`src/rtl/sample_oscillator_bank_pkg.sv`:
```
// Shared types and default sizing for the conFFTi oscillator bank.
// Sample rate derives from the 16.9344 MHz audio clock.
package sample_oscillator_bank_pkg;

    localparam int AUDIO_CLOCK       = 16934400;
    localparam int AUDIO_SAMPLE_RATE = 44100;
    localparam int AUDIO_BIT_WIDTH   = 24;
    localparam int PHASE_WIDTH       = 32;
    localparam int NUM_VOICES        = 4;
    localparam int SAMPLE_TICKS      = AUDIO_CLOCK / AUDIO_SAMPLE_RATE;

    typedef enum logic [1:0] {
        WAVE_SAW,
        WAVE_SQUARE,
        WAVE_TRI,
        WAVE_OFF
    } wave_t;

    typedef struct packed {
        logic                   on;
        wave_t                  wave;
        logic [PHASE_WIDTH-1:0] phase_inc;
    } voice_cfg_t;

    typedef enum logic [1:0] {
        ST_IDLE,
        ST_ACCUM,
        ST_SCALE
    } state_t;

endpackage

```
`src/rtl/sample_oscillator_bank_if.sv`:
```
// Voice config port plus mixed audio output of the oscillator bank.
// The master drives config and consumes samples; the bank is the slave.
interface sample_oscillator_bank_if
    import sample_oscillator_bank_pkg::*;
#(
    parameter int NUM_VOICES      = 4,
    parameter int PHASE_WIDTH     = 32,
    parameter int AUDIO_BIT_WIDTH = 24
);
    localparam int VW = $clog2(NUM_VOICES);

    logic                       cfg_wr;
    logic [VW-1:0]              cfg_voice;
    logic                       cfg_on;
    wave_t                      cfg_wave;
    logic [PHASE_WIDTH-1:0]     cfg_phase_inc;
    logic                       sample_strobe;
    logic [AUDIO_BIT_WIDTH-1:0] audio_out;
    logic                       audio_valid;

    modport master (
        output cfg_wr,
        output cfg_voice,
        output cfg_on,
        output cfg_wave,
        output cfg_phase_inc,
        input  sample_strobe,
        input  audio_out,
        input  audio_valid
    );

    modport slave (
        input  cfg_wr,
        input  cfg_voice,
        input  cfg_on,
        input  cfg_wave,
        input  cfg_phase_inc,
        output sample_strobe,
        output audio_out,
        output audio_valid
    );

endinterface

```
`src/rtl/sample_oscillator_bank_oscillator_wave.sv`:
```
// Phase-top-bits to signed sample shaper (saw, square, triangle, silent).
// Purely combinational; shared by every voice through the accumulate path.
module oscillator_wave
    import sample_oscillator_bank_pkg::*;
#(
    parameter int W = AUDIO_BIT_WIDTH
) (
    input  logic [W:0]          p,
    input  wave_t               wave,
    output logic signed [W-1:0] sample
);

    logic [W-1:0] f;

    always_comb begin
        f      = p[W] ? ~p[W-1:0] : p[W-1:0];
        sample = '0;
        unique case (wave)
            WAVE_SAW:    sample = {~p[W], p[W-1:1]};
            WAVE_SQUARE: sample = p[W] ? {1'b1, {(W-1){1'b0}}}
                                       : {1'b0, {(W-1){1'b1}}};
            WAVE_TRI:    sample = {~f[W-1], f[W-2:0]};
            default:     sample = '0;
        endcase
    end

endmodule

```
`src/rtl/sample_oscillator_bank.sv`:
```
// Multi-voice phase-accumulator audio source with sample strobe and mixer.
// Define CONFFTI_SAT_MIX_EN for a clamped mix instead of the shifted one.
module sample_oscillator_bank #(
    parameter int NUM_VOICES      = sample_oscillator_bank_pkg::NUM_VOICES,
    parameter int PHASE_WIDTH     = sample_oscillator_bank_pkg::PHASE_WIDTH,
    parameter int AUDIO_BIT_WIDTH = sample_oscillator_bank_pkg::AUDIO_BIT_WIDTH,
    parameter int SAMPLE_TICKS    = sample_oscillator_bank_pkg::SAMPLE_TICKS
) (
    input logic                     clock_16_934_400,
    input logic                     reset_l,
    sample_oscillator_bank_if.slave bank
);
    import sample_oscillator_bank_pkg::*;

    localparam int W  = AUDIO_BIT_WIDTH;
    localparam int VW = $clog2(NUM_VOICES);
    localparam int AW = W + VW;
    localparam int CW = $clog2(SAMPLE_TICKS);

    localparam logic signed [AW-1:0] MIX_MAX = {{(VW+1){1'b0}}, {(W-1){1'b1}}};
    localparam logic signed [AW-1:0] MIX_MIN = {{(VW+1){1'b1}}, {(W-1){1'b0}}};

    logic [CW-1:0]          tick;
    logic                   strobe_q;
    voice_cfg_t             cfg   [NUM_VOICES];
    logic [PHASE_WIDTH-1:0] phase [NUM_VOICES];
    state_t                 state;
    logic [VW-1:0]          v;
    logic signed [AW-1:0]   acc;
    logic signed [W-1:0]    wave_s;
    logic signed [W-1:0]    voice_s;
    logic signed [W-1:0]    mixed;
    logic signed [W-1:0]    audio_q;
    logic                   valid_q;

    assign bank.sample_strobe = strobe_q;
    assign bank.audio_out     = audio_q;
    assign bank.audio_valid   = valid_q;

    // Strobe registered one count early so it is high while tick is at the end.
    always_ff @(posedge clock_16_934_400 or negedge reset_l) begin
        if (!reset_l) begin
            tick     <= '0;
            strobe_q <= 1'b0;
        end else begin
            tick     <= (tick == CW'(SAMPLE_TICKS - 1)) ? '0 : tick + 1'b1;
            strobe_q <= (tick == CW'(SAMPLE_TICKS - 2));
        end
    end

    oscillator_wave #(
        .W (W)
    ) u_wave (
        .p      (phase[v][PHASE_WIDTH-1 -: W+1]),
        .wave   (cfg[v].wave),
        .sample (wave_s)
    );

    assign voice_s = cfg[v].on ? wave_s : '0;

    always_comb begin
`ifdef CONFFTI_SAT_MIX_EN
        if (acc > MIX_MAX)
            mixed = W'(MIX_MAX);
        else if (acc < MIX_MIN)
            mixed = W'(MIX_MIN);
        else
            mixed = W'(acc);
`else
        mixed = W'(acc >>> VW);
`endif
    end

    // Disabling a voice zeroes its phase, overriding any same-cycle advance.
    always_ff @(posedge clock_16_934_400 or negedge reset_l) begin
        if (!reset_l) begin
            for (int i = 0; i < NUM_VOICES; i++) begin
                cfg[i]   <= '0;
                phase[i] <= '0;
            end
        end else begin
            for (int i = 0; i < NUM_VOICES; i++) begin
                if (bank.cfg_wr && bank.cfg_voice == VW'(i)) begin
                    cfg[i].on        <= bank.cfg_on;
                    cfg[i].wave      <= bank.cfg_wave;
                    cfg[i].phase_inc <= bank.cfg_phase_inc;
                end
                if (bank.cfg_wr && bank.cfg_voice == VW'(i) && !bank.cfg_on)
                    phase[i] <= '0;
                else if (state == ST_ACCUM && v == VW'(i) && cfg[i].on)
                    phase[i] <= phase[i] + cfg[i].phase_inc;
            end
        end
    end

    always_ff @(posedge clock_16_934_400 or negedge reset_l) begin
        if (!reset_l) begin
            state   <= ST_IDLE;
            v       <= '0;
            acc     <= '0;
            audio_q <= '0;
            valid_q <= 1'b0;
        end else begin
            valid_q <= 1'b0;
            unique case (state)
                ST_IDLE: begin
                    if (strobe_q) begin
                        state <= ST_ACCUM;
                        v     <= '0;
                        acc   <= '0;
                    end
                end
                ST_ACCUM: begin
                    acc <= acc + {{VW{voice_s[W-1]}}, voice_s};
                    v   <= v + 1'b1;
                    if (v == VW'(NUM_VOICES - 1))
                        state <= ST_SCALE;
                end
                ST_SCALE: begin
                    audio_q <= mixed;
                    valid_q <= 1'b1;
                    state   <= ST_IDLE;
                end
                default: state <= ST_IDLE;
            endcase
        end
    end

endmodule
```
`src/flat_wrapper.sv`:
```
// flat-port wrapper written by rule: the top's interface ports become plain ports
module sample_oscillator_bank_flat import sample_oscillator_bank_pkg::*;
#(
    parameter int NUM_VOICES      = sample_oscillator_bank_pkg::NUM_VOICES,
    parameter int PHASE_WIDTH     = sample_oscillator_bank_pkg::PHASE_WIDTH,
    parameter int AUDIO_BIT_WIDTH = sample_oscillator_bank_pkg::AUDIO_BIT_WIDTH,
    parameter int SAMPLE_TICKS    = sample_oscillator_bank_pkg::SAMPLE_TICKS
)
  (clock_16_934_400, reset_l, bank_cfg_wr, bank_cfg_voice, bank_cfg_on, bank_cfg_wave, bank_cfg_phase_inc, bank_sample_strobe, bank_audio_out, bank_audio_valid);
  sample_oscillator_bank_if #(.NUM_VOICES(NUM_VOICES), .PHASE_WIDTH(PHASE_WIDTH), .AUDIO_BIT_WIDTH(AUDIO_BIT_WIDTH)) bank_i ();
  input logic clock_16_934_400;
  input logic reset_l;
  input wire logic [$bits(bank_i.cfg_wr)-1:0] bank_cfg_wr;
  input wire logic [$bits(bank_i.cfg_voice)-1:0] bank_cfg_voice;
  input wire logic [$bits(bank_i.cfg_on)-1:0] bank_cfg_on;
  input wire logic [$bits(bank_i.cfg_wave)-1:0] bank_cfg_wave;
  input wire logic [$bits(bank_i.cfg_phase_inc)-1:0] bank_cfg_phase_inc;
  output wire logic [$bits(bank_i.sample_strobe)-1:0] bank_sample_strobe;
  output wire logic [$bits(bank_i.audio_out)-1:0] bank_audio_out;
  output wire logic [$bits(bank_i.audio_valid)-1:0] bank_audio_valid;
  assign bank_i.cfg_wr = bank_cfg_wr;
  assign bank_i.cfg_voice = bank_cfg_voice;
  assign bank_i.cfg_on = bank_cfg_on;
  assign bank_i.cfg_wave = bank_cfg_wave;
  assign bank_i.cfg_phase_inc = bank_cfg_phase_inc;
  assign bank_sample_strobe = bank_i.sample_strobe;
  assign bank_audio_out = bank_i.audio_out;
  assign bank_audio_valid = bank_i.audio_valid;
  sample_oscillator_bank #(.NUM_VOICES(NUM_VOICES), .PHASE_WIDTH(PHASE_WIDTH), .AUDIO_BIT_WIDTH(AUDIO_BIT_WIDTH), .SAMPLE_TICKS(SAMPLE_TICKS)) u_core (.clock_16_934_400(clock_16_934_400), .reset_l(reset_l), .bank(bank_i));
endmodule
```
`config.mk`:
```
export PLATFORM = sky130hd
export DESIGN_NAME = sample_oscillator_bank_flat
export DESIGN_NICKNAME = d
export VERILOG_FILES = /design/src/rtl/sample_oscillator_bank_pkg.sv /design/src/rtl/sample_oscillator_bank_if.sv /design/src/rtl/sample_oscillator_bank_oscillator_wave.sv /design/src/rtl/sample_oscillator_bank.sv /design/src/flat_wrapper.sv
export SDC_FILE = /design/constraint.sdc
export NUM_CORES = 1
export LEC_CHECK = 0
export CAP_MARGIN = 30
export CORE_UTILIZATION = 45
export CTS_CLUSTER_DIAMETER = 80
export CTS_CLUSTER_SIZE = 8
export DETAILED_ROUTE_END_ITERATION = 12
export GPL_ROUTABILITY_DRIVEN = 0
export PLACE_DENSITY = 0.59
export SLEW_MARGIN = 20
export SYNTH_ARGS = -nofsm -noshare
export SYNTH_HDL_FRONTEND = slang
export SYNTH_SLANG_ARGS = --single-unit
```
`constraint.sdc`:
```
create_clock -name clock_16_934_400 -period 11.3 [get_ports clock_16_934_400]
set_clock_uncertainty 0.1 [all_clocks]
set_input_delay 2.26 -clock clock_16_934_400 [delete_from_list [all_inputs] [get_ports clock_16_934_400]]
set_output_delay 2.26 -clock clock_16_934_400 [all_outputs]
set_load 0.05 [all_outputs]
```
Word-level counts from Yosys, hierarchy flattened
Cells that the tools add are included.
Widths: inputs -> output; s select.
Word-level totals
  flip-flop bits (word level): 333
  input port bits: 40
  output and inout port bits: 26
  logic and storage cells: 104
Operators by class
  add/subtract/negate cells: 7
  order comparisons: 1
  equality and inequality tests: 14
  mux-type cells: 27
  bitwise logic cells: 4
  reductions and logical operators: 28
Operators by type and width (count)
  $mux 32: 10
  $add 32x32->32: 4
  $mux 24: 3
  $pmux 24 s3: 1
  $bmux 35 s2: 1
  $mux 35: 2
  $bmux 32 s2: 1
  $pmux 26 s2: 1
  $add 26x26->26: 1
  $mux 26: 1
  $not 24->24: 1
  $eq 9x9->1 const B: 2
  $logic_and 1x1->1: 16
  $eq 2x2->1 const B: 6
  $reduce_bool 2->1: 5
  $add 9x1->9 const B: 1
  $mux 9: 1
  $eq 2x1->1 const B: 4
  $logic_not 2->1: 4
  $pmux 2 s2: 2
  $mux 2: 3
  $reduce_and 2->1: 2
  $ge 3x3->1 const B: 1
  $not 2->3: 1
  other kinds (6): 7

Logic depth before layout (Yosys ltp)
Gate-level depths: netlist of the first run.
  depth in word-level cells: 11
  mapped depth: 22

Modules after synthesis
Synthesis of the first run repeated with hierarchy kept, for this count alone.
Second synthesis, totals
  cells, all modules: 2215
  area, all modules: 21682.0 um^2
By module, submodules not included
  sample_oscillator_bank: times used 1, cells an instance 2095, area each 20706.1 um^2
  oscillator_wave: times used 1, cells an instance 120, area each 975.9 um^2

Worst setup path before layout of the first run
No wires, ideal clock.
  path kind: register to register
  start: reg u_core.v[0]
  end: reg u_core.acc[24]
  arrival: 4305 ps
  slack: 6765 ps
  stages on the path, launching flop included: 20
  path buffers: 2
  period minus slack after synthesis: 4535 ps
  cell sequence: dfrtp_1 buf_4 buf_1 mux4_2 xnor2_1 o22ai_1 and2_1 ha_1 inv_1 fa_1 nor2b_1 o2111ai_1 nand3_1 a31o_2 a2111oi_2 o21bai_1 a21o_1 a311oi_1 xor2_1 o21ai_1
Between the ends
  word-level cells in the longest chain between the ends: 11
RTL lines
  start: declaration: RTL line sample_oscillator_bank.sv:28  | logic [VW-1:0] v;
  start signal: assignment: RTL line sample_oscillator_bank.sv:115  | v <= v + 1'b1;
  $not 2->3 (implied by the code) *: RTL line sample_oscillator_bank.sv:54, sample_oscillator_bank.sv:55, sample_oscillator_bank.sv:59
  $bmux 32 s2: RTL line sample_oscillator_bank.sv:54  | .p (phase[v][PHASE_WIDTH-1 -: W+1]),
  $mux 32 (implied by the code) (2 in series): RTL line sample_oscillator_bank.sv:54
  $not 24->24: RTL line sample_oscillator_bank_oscillator_wave.sv:16  | f = p[W] ? ~p[W-1:0] : p[W-1:0];
  $mux 24: RTL line sample_oscillator_bank_oscillator_wave.sv:16
  $not 1->1: RTL line sample_oscillator_bank_oscillator_wave.sv:22  | WAVE_TRI: sample = {~f[W-1], f[W-2:0]};
  $pmux 24 s3: RTL line sample_oscillator_bank_oscillator_wave.sv:18  | unique case (wave)
  $mux 24 *: RTL line sample_oscillator_bank.sv:59  | assign voice_s = cfg[v].on ? wave_s : '0;
  $add 26x26->26 *: RTL line sample_oscillator_bank.sv:114  | acc <= acc + {{VW{voice_s[W-1]}}, voice_s};
  $pmux 26 s2 *: RTL line sample_oscillator_bank.sv:105  | unique case (state)
  end signal: assignment: RTL line sample_oscillator_bank.sv:114
  end: declaration: RTL line sample_oscillator_bank.sv:29  | logic signed [AW-1:0] acc;
Mark *: on every way between the ends. The rest lies on a longest branch, timed or not. The select of a mux whose other input is x is not followed.
A chain may end at the register's enable or synchronous reset.

Final worst setup path of the first run
  start: reg u_core.v[0]
  end: reg u_core.acc[25]
Same word-level chain as after synthesis.

==> results of run 1 <==
## power groups by stage
stage | clock network [mW] | logic (mW) | registers (mW)
finish | 1.25 | 0.811 | 1.40
global route | 1.34 | 0.903 | 1.41
CTS | 1.30 | 0.807 | 1.40
detailed placement | 0 | 0.801 | 1.42
global placement | 0 | 0.785 | 1.41
floorplan | 0 | 0.634 | 1.38
## registers in the layout, summed over array words and instances, names as in the netlist
register and count:
u_core.v 2, u_core.bank.audio_out 24, u_core.cfg 140, u_core.bank.audio_valid 1
u_core.bank.sample_strobe 1, u_core.state 2, u_core.acc 26, u_core.phase 128
u_core.tick 9
## stage by stage
step           power, mW  cells  area (µm²)
6_report            3.46   2822       23900
2_1_floorplan       2.02   2175       21400
3_3_place_gp        2.20   2766       22600
5_1_grt             3.66   2822       23900
4_1_cts             3.50   2820       23800
3_5_place_dp        2.22   2767       22600
## metal layers
metal | share of wire | global-route usage
met1 | 0.48 | 0.335
met2 | 0.45 | 0.366
met3 | 0.054 | 0.0304
met4 | 0.024 | 0.0703
met5 | 0 | 0
## path summary, 6_finish.rpt
kind                           startpoint           endpoint  slack, ps  cells after the start
max                           u_core.v[0]     u_core.acc[25]       5700                     19
min reg2reg                u_core.tick[6]     u_core.tick[6]        360                      1
max reg2reg                   u_core.v[0]     u_core.acc[25]       5700                     19
min                        u_core.tick[6]     u_core.tick[6]        360                      1
min in group asynchronous         reset_l  u_core.phase[103]       1630                      1
max in group asynchronous         reset_l   u_core.phase[56]       8150                      2
## area by class of cell
type                       instances  area (µm²)  area share
multi-input combinational       1705       12500       0.525
sequential                       333        8330       0.349
clock buffer                      50        1200      0.0501
timing repair buffer              92         902      0.0378
tap                              607         759      0.0318
inverter                          32         120     0.00503
clock inverter                     3        26.3     0.00110
## worst max-delay path, cell delays in order (launching register included)
cell and delay, ps:
dfrtp_2 330, buf_4 470, mux4_2 820, nand2_1 620, inv_1 90, a21oi_1 160, nor2_1 50, o21ai_0 360
inv_1 100, ha_1 290, a21o_1 180, a21oi_1 210, o21bai_1 110, o21ba_2 240, o221ai_1 280, o31ai_1 210
a2111oi_2 360, xnor2_1 180, o21bai_1 80, a22o_1 220
## placed cells by master, fill, tap and decap left out, drive strengths merged, types with 6 or more instances in the layout
| master | n |
|---|---|
| dfrtp | 333 |
| nand2 | 248 |
| a21oi | 240 |
| mux2 | 165 |
| ha | 155 |
| nor2 | 116 |
| o21ai | 106 |
| xnor2 | 98 |
| a21o | 84 |
| clkdlybuf4s50 | 64 |
| xor2 | 51 |
| clkbuf | 50 |
| nand3 | 36 |
| inv | 35 |
| o22ai | 31 |
| a211oi | 31 |
| and2 | 30 |
| and3 | 29 |
| buf | 28 |
| mux4 | 27 |
| o21bai | 22 |
| nor2b | 21 |
| nor3 | 20 |
| nand4 | 18 |
| o21a | 17 |
| nand2b | 14 |
| a31oi | 12 |
| o31ai | 11 |
| o211ai | 11 |
| a22o | 9 |
| a2111oi | 9 |
| or3 | 8 |
| nand3b | 6 |
| a211o | 6 |
## cell families after synthesis
family                   synth area share
AO/OA/AOI/OAI                       0.190
XOR/XNOR                           0.0614
adder cells (fa/ha/maj)            0.0955
buffers and inverters              0.0245
flip-flops                          0.390
multiplexers                        0.116
AND/OR/NAND/NOR                     0.122
## Yosys cell counts (32+ instances only)
cell type,count
dfrtp_1,333
nand2_1,248
a21oi_1,239
mux2_2,165
ha_1,155
nor2_1,116
xnor2_1,97
clkbuf_1,94
o21ai_0,86
a21o_1,83
xor2_1,51
nand3_1,36
inv_1,32
==> impl_metrics.toml, run 1 <==
[timing]
relSlewSlack = 0.399
post-route-min-period_ps = 5600
fin_tns_setup_ps = 0
fin_ws_ps = 5700
fin_crit_sh = 0.496
hold_ws_ps = 360
hold_violations = 0
slew_violations = 0
max_slew.worst_pin.slew_ps = 901
max_freq_mhz = 178
finalSetupViolCount = 0
rsz0062_at_grt = "no"

[yosys]
avgSynthCellArea_um2 = 9.82
ys_seq_elements = 333
ys_seq_area_frac = 0.390
synthCells = 2175
synth_cell_types = 88
async_reset_ff_frac = 1.00
syn_nets = 2375
ys_warn_count = 0
synth_top_cell_by_area = "dfrtp_1"
netlist.area_leader.share = 0.390
synth_edf_count = 0
synth_top_flop_cell = "dfrtp_1"
yosys-top-cells-area = "dfrtp_1 39%, ha_1 9.1%, mux2_2 8.7%, a21oi_1 5.6%, nand2_1 4.4%"
netlist_area_mm2 = 0.0214

[pwr]
internal-power_mw = 2.42
combPwrFrac = 0.234
leakage_nw = 10.9
swShare = 0.303
seqPwrFrac = 0.404
clkPwrFrac = 0.362
p_sw_mw = 1.05
power.density_mw_per_mm2 = 145
peakVddDrop_uv = 101

[cts]
cts_resized = 0
cts_inserted_buffers = 47
clk_path_buf_depth = 3
cts_sinks = 333
clock_latency_ps = 580
cts_tree = "done"
cts.clk_slew.worst_paths_ps = 50
cts_hold_buffers = 0
cts_root_buffer = "clkbuf_16"
h-tree-depth = 2
postCtsSetupRepairBufs = 0

[final_layout]
post-route-util = 0.512
drive_gt1_frac = 0.140
area_delta_synth_final_pct = 11.8
nFillCells = 4239
n_antenna_cell = 0
fin_nets = 2411

[grt]
grt_start_max_net_pins = 152
track_usage = 0.234
grt_pass1_wl_mm = 88.2
grt_pass1_vias = 16200
grt_remaining_overflow = 0
antenna_found_initial = 2

[die]
floorplan.die_area_mm2 = 0.0483
die_x_um = 220
ioPinCount = 66
rows = 79
core_area_mm2 = 0.0467
start_util = 0.458
die_h_um = 220

[drt]
vias = 16600
drc_errors = 12
ant_nets = 0
wire_per_inst_um = 19.4
viasPerCell = 5.90
first_pass_iters = 10
drt-total-wl_mm = 54.8
drt_iter0_markers = 1138

[min_path]
min_path_type = "reg2reg"

[run_status]
violations = "DRC"
status = "finished with violations"

[critical_path]
worstSetupEndpointType = "register"
cp_max_fo = 32
required_ps = 11660
arrival_ps = 5960
cp-start-kind = "register"
crit_type = "reg2reg"

[place]
numPortBuffers = 65
place_ws_ps = 5640
place_hpwl_mm = 39.7

[run]
max_cap_violations = 0
Note: power is estimated with default switching activity, not from simulation.
==> run 2: changes to the inputs <==
- PLACE_DENSITY: 0.59 -> 0.62
- clock period: 11.3 -> 5 ns (I/O delays scaled with it)
==> impl_metrics.toml, run 2 (synthesized netlist as in run 1, its figures left out) <==
[grt]
use_met3 = 0.0428
grt_most_used_layer = "met2"
grt_pass1_vias = 16500
grt_use_met1 = 0.324
grt_remaining_overflow = 0
grt_use_met2 = 0.371
track_usage = 0.235
antenna_found_initial = 2
grt_pass1_wl_mm = 88.7
grt_start_max_net_pins = 111

[final_layout]
nFillCells = 4204
n_antenna_cell = 0
largest_register_ffs = 140
regMostFlops = "u_core.cfg"
reg_top3 = "u_core.cfg (140), u_core.phase (128), u_core.acc (26)"
fin_nets = 2420
final_cell_mix = "332 x dfrtp_1, 248 x nand2_1, 239 x a21oi_1"
area_delta_synth_final_pct = 12.2
layout_commonest_cell = "dfrtp_1"
instances_no_fill = 2830
drive_gt1_frac = 0.143

[pwr]
swShare = 0.304
combPwrFrac = 0.236
seqPwrFrac = 0.404
power.density_mw_per_mm2 = 327
leakage_nw = 11.0
clkPwrFrac = 0.361
internal-power_mw = 5.46
peakVddDrop_uv = 252
p_sw_mw = 2.39

[timing]
finalSetupViolCount = 0
max_slew.worst_pin.slew_ps = 871
max_freq_mhz = 215
rsz0062_at_grt = "no"
slew_violations = 0
relSlewSlack = 0.419
fin_tns_setup_ps = 0
post-route-min-period_ps = 4660
fin_crit_sh = 0.931
hold_violations = 0

[drt]
drc_errors = 17
drt-total-wl_mm = 55.3
first_pass_iters = 9
vias = 16700
ant_nets = 0
viasPerCell = 5.91
drt_iter0_markers = 1220
wire_per_inst_um = 19.5

[critical_path]
worstSetupEndpointType = "register"
crit_type = "reg2reg"
cp_max_fo = 26
required_ps = 5370
max_stage_delay_ps = 590
arrival_ps = 5020
crit_chain = "mux4_2, buf_4, xnor2_1, o22ai_1, and2_1, ha_1, inv_1, fa_1, nor2b_1, o2111ai_1, nand3_1, a31o_2, a2111oi_2, o21bai_1, a21o_1, a311oi_1, xor2_1, o21ai_1"
cp-start-kind = "register"
crit_path_top_delay_cell = "mux4_2"

[die]
die_x_um = 220
floorplan.die_area_mm2 = 0.0483
core_area_mm2 = 0.0467
ioPinCount = 66
start_util = 0.458
die_h_um = 220
rows = 79

[cts]
cts_inserted_buffers = 47
cts.clk_slew.worst_paths_ps = 50
h-tree-depth = 2
cts_root_buffer = "clkbuf_16"
cts_tree = "done"
clk_path_buf_depth = 3
clock_latency_ps = 590
cts_sinks = 333

[run_status]
status = "finished with violations"
violations = "DRC"

[run]
max_cap_violations = 0

[min_path]
min_path_type = "reg2reg"

[place]
place_hpwl_mm = 41.3
place_inst = 2776
numPortBuffers = 65
## run 2: area by class of cell
cell class                      count  area [µm²]  share of cell area
Clock inverter                      4        57.6             0.00240
Multi-Input combinational cell   1705       12600               0.524
Tap cell                          607         759              0.0317
Sequential cell                   333        8330               0.348
Clock buffer                       48        1180              0.0492
Timing Repair Buffer              101         971              0.0405
Inverter                           32         120             0.00501
## run 2: routing by layer
metal / part of all wire / up-vias
met2: 0.44 / 475
met1: 0.46 / 8123
met4: 0.030 / 0
li1: - / 8005
met5: 0 / -
met3: 0.066 / 110
## run 2: critical path: cells and delay by family, from the launching register on
| family | cells | cell delay (ps) |
|---|---|---|
| and+or+nand+nor | 3 | 410 |
| adders and majority gates | 2 | 400 |
| DFF | 1 | 550 |
| xor gates and xnor gates | 2 | 390 |
| AOI/OAI and AO/OA | 8 | 1760 |
| buffers and inverters | 2 | 350 |
| muxes | 1 | 590 |
## run 2: repair_timing
action | in CTS | in global routing
gates resized for setup | 0 | 2
setup endpoints to repair | 0 | 4
hold buffers | 0 | 0
buffers inserted | 0 | 0
## run 2: final timing paths
check / startpoint / to / slack (ps) / cells after the start
max: u_core.v[0] / u_core.acc[24] / 340 / 18
min: u_core.tick[6] / u_core.tick[6] / 380 / 1
max reg2reg: u_core.v[0] / u_core.acc[24] / 340 / 18
min reg2reg: u_core.tick[6] / u_core.tick[6] / 380 / 1
max in group asynchronous: reset_l / u_core.phase[28] / 3340 / 2
min in group asynchronous: reset_l / u_core.phase[96] / 400 / 1
## run 2: through the flow
stage / instance area [µm²] / total power, mW / utilization / hold WS (ps) / setup WS (ps)
3_3_place_gp: 22700 / 4.98 / 0.487 / 356 / 384
6_report: 24000 / 7.85 / 0.514 / 376 / 344
2_1_floorplan: 21400 / 4.55 / - / 338 / 465
5_1_grt: 24000 / 8.27 / 0.514 / 401 / 8.72
4_1_cts: 23900 / 7.91 / 0.513 / 372 / 255
3_5_place_dp: 22700 / 5.03 / 0.487 / 356 / 253
## run 2: power groups by stage
| stage | combinational [mW] | sequential [mW] | clock [mW] |
|---|---|---|---|
| 2_1_floorplan | 1.43 | 3.12 | 0 |
| 3_3_place_gp | 1.78 | 3.20 | 0 |
| 3_5_place_dp | 1.83 | 3.21 | 0 |
| 4_1_cts | 1.84 | 3.16 | 2.91 |
| 5_1_grt | 2.06 | 3.20 | 3.01 |
| 6_report | 1.85 | 3.17 | 2.83 |
